File: config.mk
export PLATFORM = sky130hd
export DESIGN_NAME = hazard_fwd_unit
export DESIGN_NICKNAME = d
export VERILOG_FILES = /design/src/rtl/hazard_fwd_unit.sv
export SDC_FILE = /design/constraint.sdc
export NUM_CORES = 1
export LEC_CHECK = 0
export ABC_AREA = 0
export BUFFER_PORTS_ARGS = -buffer_cell sky130_fd_sc_hd__buf_2
export CORE_ASPECT_RATIO = 1.4
export CORE_MARGIN = 2
export CORE_UTILIZATION = 52
export CTS_CLUSTER_DIAMETER = 50
export DETAILED_ROUTE_END_ITERATION = 6
export PLACE_DENSITY = 0.77
export SYNTH_ARGS = -nofsm -noshare
export SYNTH_HDL_FRONTEND = slang
export SYNTH_SLANG_ARGS = --single-unit
File: constraint.sdc
create_clock -name clock -period 2.6 [get_ports clock]
set_input_delay 0.52 -clock clock [delete_from_list [all_inputs] [get_ports clock]]
set_output_delay 0.52 -clock clock [all_outputs]
set_load 0.02 [all_outputs]
File: src/rtl/hazard_fwd_unit.sv
// hazard_fwd_unit
//   Pipeline-control block that sits beside the ID stage. It keeps a small
//   table describing the destination register of every instruction in flight
//   behind decode (index 0 = EXE, 1 = MEM, 2 = WB, ...). From that table and
//   the ID-stage operands it produces forwarding selects, a load-use stall,
//   and saturating stall/flush event counters. The table shifts in lockstep
//   with the datapath's inter-stage registers.
//
// Ports
//   clock, reset   rising-edge clock, synchronous active-high reset
//   id_*           decoded fields of the instruction currently in ID
//   flush          taken branch/jump in EXE: the ID instruction is killed
//   freeze         global hold: nothing in the table or counters moves
//   stall          hold PC and IF/ID this cycle (load-use hazard)
//   fwd_a, fwd_b   operand source: 0 = regfile, k+1 = result of stage k
//   stage_valid    valid bit of each tracked stage
//   stall_cnt      number of stall cycles, saturating
//   flush_cnt      number of flush events, saturating

module hazard_fwd_unit #(
  parameter int REG_AW     = 5,
  parameter int STAGES     = 3,
  parameter int LOAD_READY = 2,
  parameter int FW         = 2,
  parameter int CW         = 16
) (
  input  logic              clock,
  input  logic              reset,
  input  logic              id_valid,
  input  logic [REG_AW-1:0] id_rs,
  input  logic [REG_AW-1:0] id_rt,
  input  logic              id_use_rs,
  input  logic              id_use_rt,
  input  logic [REG_AW-1:0] id_rd,
  input  logic              id_wreg,
  input  logic              id_m2reg,
  input  logic              flush,
  input  logic              freeze,
  output logic              stall,
  output logic [FW-1:0]     fwd_a,
  output logic [FW-1:0]     fwd_b,
  output logic [STAGES-1:0] stage_valid,
  output logic [CW-1:0]     stall_cnt,
  output logic [CW-1:0]     flush_cnt
);

  logic [STAGES-1:0] valid_q;
  logic [STAGES-1:0] wreg_q;
  logic [STAGES-1:0] m2reg_q;
  logic [REG_AW-1:0] rd_q [STAGES];

  logic load_a;
  logic load_b;
  logic hazard;

  // Walk the table from oldest to youngest so the youngest matching stage
  // overwrites any older match and wins. A load found at stage i is consumed
  // by the ID instruction once that instruction reaches EXE, by which time
  // the load sits at stage i+1; it is only a hazard while i+1 is still short
  // of LOAD_READY. This yields exactly LOAD_READY-1 stall cycles.
  always_comb begin
    fwd_a  = '0;
    fwd_b  = '0;
    load_a = 1'b0;
    load_b = 1'b0;
    for (int i = STAGES - 1; i >= 0; i--) begin
      if (valid_q[i] && wreg_q[i] && id_valid) begin
        if (id_use_rs && (id_rs != '0) && (rd_q[i] == id_rs)) begin
          fwd_a  = FW'(i + 1);
          load_a = m2reg_q[i] && ((i + 1) < LOAD_READY);
        end
        if (id_use_rt && (id_rt != '0) && (rd_q[i] == id_rt)) begin
          fwd_b  = FW'(i + 1);
          load_b = m2reg_q[i] && ((i + 1) < LOAD_READY);
        end
      end
    end
  end

  // A flush kills the dependent instruction anyway, so it overrides the stall.
  assign hazard      = load_a | load_b;
  assign stall       = hazard & ~flush;
  assign stage_valid = valid_q;

  // Table shift and counters. freeze holds everything, including counters;
  // when not frozen a stalled or flushed ID slot enters the table as a bubble.
  always_ff @(posedge clock) begin
    if (reset) begin
      valid_q   <= '0;
      wreg_q    <= '0;
      m2reg_q   <= '0;
      for (int i = 0; i < STAGES; i++) begin
        rd_q[i] <= '0;
      end
      stall_cnt <= '0;
      flush_cnt <= '0;
    end else if (!freeze) begin
      for (int i = STAGES - 1; i > 0; i--) begin
        valid_q[i] <= valid_q[i-1];
        wreg_q[i]  <= wreg_q[i-1];
        m2reg_q[i] <= m2reg_q[i-1];
        rd_q[i]    <= rd_q[i-1];
      end
      valid_q[0] <= id_valid & ~stall & ~flush;
      wreg_q[0]  <= id_wreg;
      m2reg_q[0] <= id_m2reg;
      rd_q[0]    <= id_rd;
      if (stall && (stall_cnt != '1)) begin
        stall_cnt <= stall_cnt + CW'(1);
      end
      if (flush && (flush_cnt != '1)) begin
        flush_cnt <= flush_cnt + CW'(1);
      end
    end
  end

endmodule

==> impl_metrics.env <==
export IMPL_synth_edf_count=15
export IMPL_fp_row_count=31
export IMPL_cpPeakStageDelay_ns=0.55
export IMPL_place_area_mm2=0.00320
export IMPL_ys_ff_latch=54
export IMPL_ys_async_sr_fraction=0
export IMPL_finalHoldViolCount=0
export IMPL_routabilityCongestion=0.853
export IMPL_power_frac_seq=0.552
export IMPL_drv_slew=0
export IMPL_finalWirelength_um=5980
export IMPL_end_kind="output pin"
export IMPL_core_area_mm2=0.00520
export IMPL_antenna_left=0
export IMPL_place_port_buffers=63
export IMPL_cts_root_buf="clkbuf_8"
export IMPL_path_delay_family="simple AND/OR/NAND/NOR gates"
export IMPL_holdBufCountCts=0
export IMPL_drive_above_1_share=0.244
export IMPL_clk_latency_ns=0.31
export IMPL_grt_pass1_vias=2154
export IMPL_grt_max_degree=25
export IMPL_syn_avg_cell_area_um2=9.70
export IMPL_rsz0062_at_grt="yes"
export IMPL_die_h_um=91.2
export IMPL_arrival_ns=2.03
export IMPL_seq_area_mm2=0.00123
export IMPL_cts_sinks=54
export IMPL_max_freq_mhz=392
export IMPL_clkPwrFrac=0.364
export IMPL_cpMaxStageDelayCell="or4_1"
export IMPL_status="finished clean"
export IMPL_grt_pass1_wl_um=9980
export IMPL_skew_ns=0.0107
export IMPL_p_int_mw=1.29
export IMPL_antenna_found_initial=0
export IMPL_drt_iter0_drc=128
export IMPL_fillers=457
export IMPL_nets=382
export IMPL_relSlewSlack=0.506
export IMPL_multi_input_area_mm2=0.00153
export IMPL_worstPathCellList="xnor2_1, nand4_1, or4_1, a41o_1, buf_2"
export IMPL_clockBufferDepth=2
export IMPL_path_class="flop to output pin"
export IMPL_syn_inst=291
export IMPL_p_switching_mw=0.368
export IMPL_place_ws_ns=0.0678
export IMPL_detailedRoute_firstPassIterationCount=4
export IMPL_syn_area_mm2=0.00282
export IMPL_cp_num_buf_inv=1
export IMPL_wl_per_cell_um=14.1
export IMPL_die_width_um=66.3
export IMPL_cp_max_fo=3
export IMPL_ios=64
export IMPL_synth_main_ff_cell="dfxtp_1"
export IMPL_post_dp_hpwl_um=4500
export IMPL_ctsHtreeMaxLevel=2
export IMPL_die_area_mm2=0.00604
export IMPL_period_minus_slack_ns=2.55
export IMPL_setup_viol=0
export IMPL_crit_required_ns=2.08
export IMPL_cts_buffers=5
export IMPL_start_util=0.543
export IMPL_via_per_inst=5.49
export IMPL_switching_share=0.223
export IMPL_tightest_slew_ns=0.738
export IMPL_synth_cell_type_count=43
export IMPL_power_total_mw=1.65
export IMPL_yosysWarnings=0
export IMPL_design_area_mm2=0.00333
export IMPL_utilization=0.640
export IMPL_synth_fp_nets=317
export IMPL_cts_tree="built"
export IMPL_startpoint_type="flop"
export IMPL_power_frac_comb=0.084
export IMPL_leakage_nw=1.38
export IMPL_cts_setup_buffers=0
export IMPL_ys_seq_area_frac=0.436
export IMPL_globalRouteOverflowTotal=0
export IMPL_p_per_area_mw_per_mm2=497
export IMPL_drc=0
export IMPL_finalCritPeriodShare=0.982
export IMPL_vias=2321
export IMPL_vdd_drop_max_v=0.000354
export IMPL_worstHoldPathType="input pin to flop"
export IMPL_drv_cap=0
export IMPL_clk_pin_slew_ns=0.10
export IMPL_setup_ws_ns=0.0463
export IMPL_cts_repair_resized=0
export IMPL_insertedDiodeCount=0
export IMPL_syn_to_final_growth_pct=18.0
export IMPL_grt_usage=0.210
[sequential cells by signal (all words and copies together) (netlist names)]
| signal | count |
|---|---|
| flush_cnt | 16 |
| m2reg_q | 1 |
| stage_valid | 3 |
| rd_q | 15 |
| wreg_q | 3 |
| stall_cnt | 16 |
[cell families (layout without fill, tap and decap cells)]
logic type      Yosys count  count (layout)  share of synthesized area
simple gates            134             134                      0.271
fa+ha+maj                 2               2                    0.00887
compound gates           34              34                     0.0812
xor+xnor                 44              44                      0.137
mux                      11              11                     0.0426
buf+inv                  12              78                     0.0231
flops                    54              54                      0.436
[stage by stage]
| step | instances | TNS (ns) | hold slack (ns) |
|---|---|---|---|
| floorplan | 291 | 0 | 0.456 |
| global placement | 415 | 0 | 0.476 |
| detailed placement | 415 | 0 | 0.490 |
| CTS | 423 | 0 | 0.438 |
| global route | 423 | -0.00242 | 0.468 |
| finish | 423 | 0 | 0.451 |
[per-layer routing]
layer / up-vias / track usage / routed length [µm]
li1: 1174 / - / -
met1: 1082 / 0.265 / 2560
met2: 57 / 0.356 / 3030
met3: 8 / 0.0397 / 298
met4: 0 / 0.0646 / 97
met5: - / 0 / 0
[worst register-to-register path, stage by stage (launching register included)]
cell and delay [ns]:
dfxtp_1 0.37, ha_1 0.26, nand2_2 0.20, nor3_1 0.13
a211oi_2 0.34, o21ai_4 0.22, buf_4 0.22, or4_1 0.39
a21oi_1 0.14
[synthesized netlist by cell type, types with 3 or more instances]
| cell | number | area share |
|---|---|---|
| dfxtp_1 | 39 | 0.28 |
| nor2_1 | 35 | 0.047 |
| xnor2_1 | 23 | 0.071 |
| xor2_1 | 21 | 0.065 |
| nand3_1 | 16 | 0.028 |
| and2_1 | 15 | 0.033 |
| edfxtp_1 | 15 | 0.16 |
| nand2_1 | 14 | 0.019 |
| a21oi_1 | 12 | 0.021 |
| nand4_1 | 11 | 0.024 |
| or4_1 | 11 | 0.029 |
| mux2i_1 | 9 | 0.032 |
| o31ai_1 | 7 | 0.019 |
| clkbuf_1 | 6 | 0.0080 |
| and3_1 | 5 | 0.011 |
| nand2b_1 | 4 | 0.0089 |
| nor2b_1 | 4 | 0.0089 |
| o21ai_0 | 4 | 0.0071 |
| inv_1 | 3 | 0.0040 |
| o21ai_1 | 3 | 0.0053 |
| or3_1 | 3 | 0.0067 |
[layout make-up]
type                       instances  share of cell area
tap                               66              0.0248
inverter                           3             0.00338
multi-input combinational        225               0.458
timing repair buffer              67               0.104
clock buffer                       8              0.0398
sequential                        54               0.370
[final timing paths]
check / from / to / slack (ns) / cells past startpoint
worst min-delay path: id_wreg / wreg_q[0]$_SDFFE_PP0N_ / 0.45 / 3
worst max register to register: stall_cnt[0]$_SDFFE_PP0P_ / stall_cnt[6]$_SDFFE_PP0P_ / 0.28 / 8
worst max-delay path: rd_q[0][7]$_SDFFCE_PN0P_ / fwd_b[0] / 0.05 / 5
worst min register to register: wreg_q[2]$_SDFFE_PP0N_ / wreg_q[2]$_SDFFE_PP0N_ / 0.50 / 2
[cell usage in the layout, fill, tap and decap left out, types with 4 or more instances in the layout]
cell      synthesis  final
mux2i_1           9      9
and3_1            5      5
nor2b_1           4      4
and2_1           15     15
nand4_1          11     11
nand2b_1          4      4
edfxtp_1         15     15
or4_1            11     11
o21ai_0           4      4
xnor2_1          23     23
nand2_1          14     14
a21oi_1          12     12
buf_2             1     63
dfxtp_1          39     39
xor2_1           21     21
nor2_1           35     35
buf_4             0      4
nand3_1          16     16
clkbuf_8          0      6
o31ai_1           7      7
[power groups by stage]
stage	clock (mW)	combinational (mW)	sequential [mW]
floorplan	0	0.0889	0.928
global placement	0	0.137	0.933
detailed placement	0	0.140	0.933
CTS	0.616	0.140	0.913
global route	0.645	0.154	0.916
finish	0.602	0.139	0.913
(Power assumes the default switching activity.)
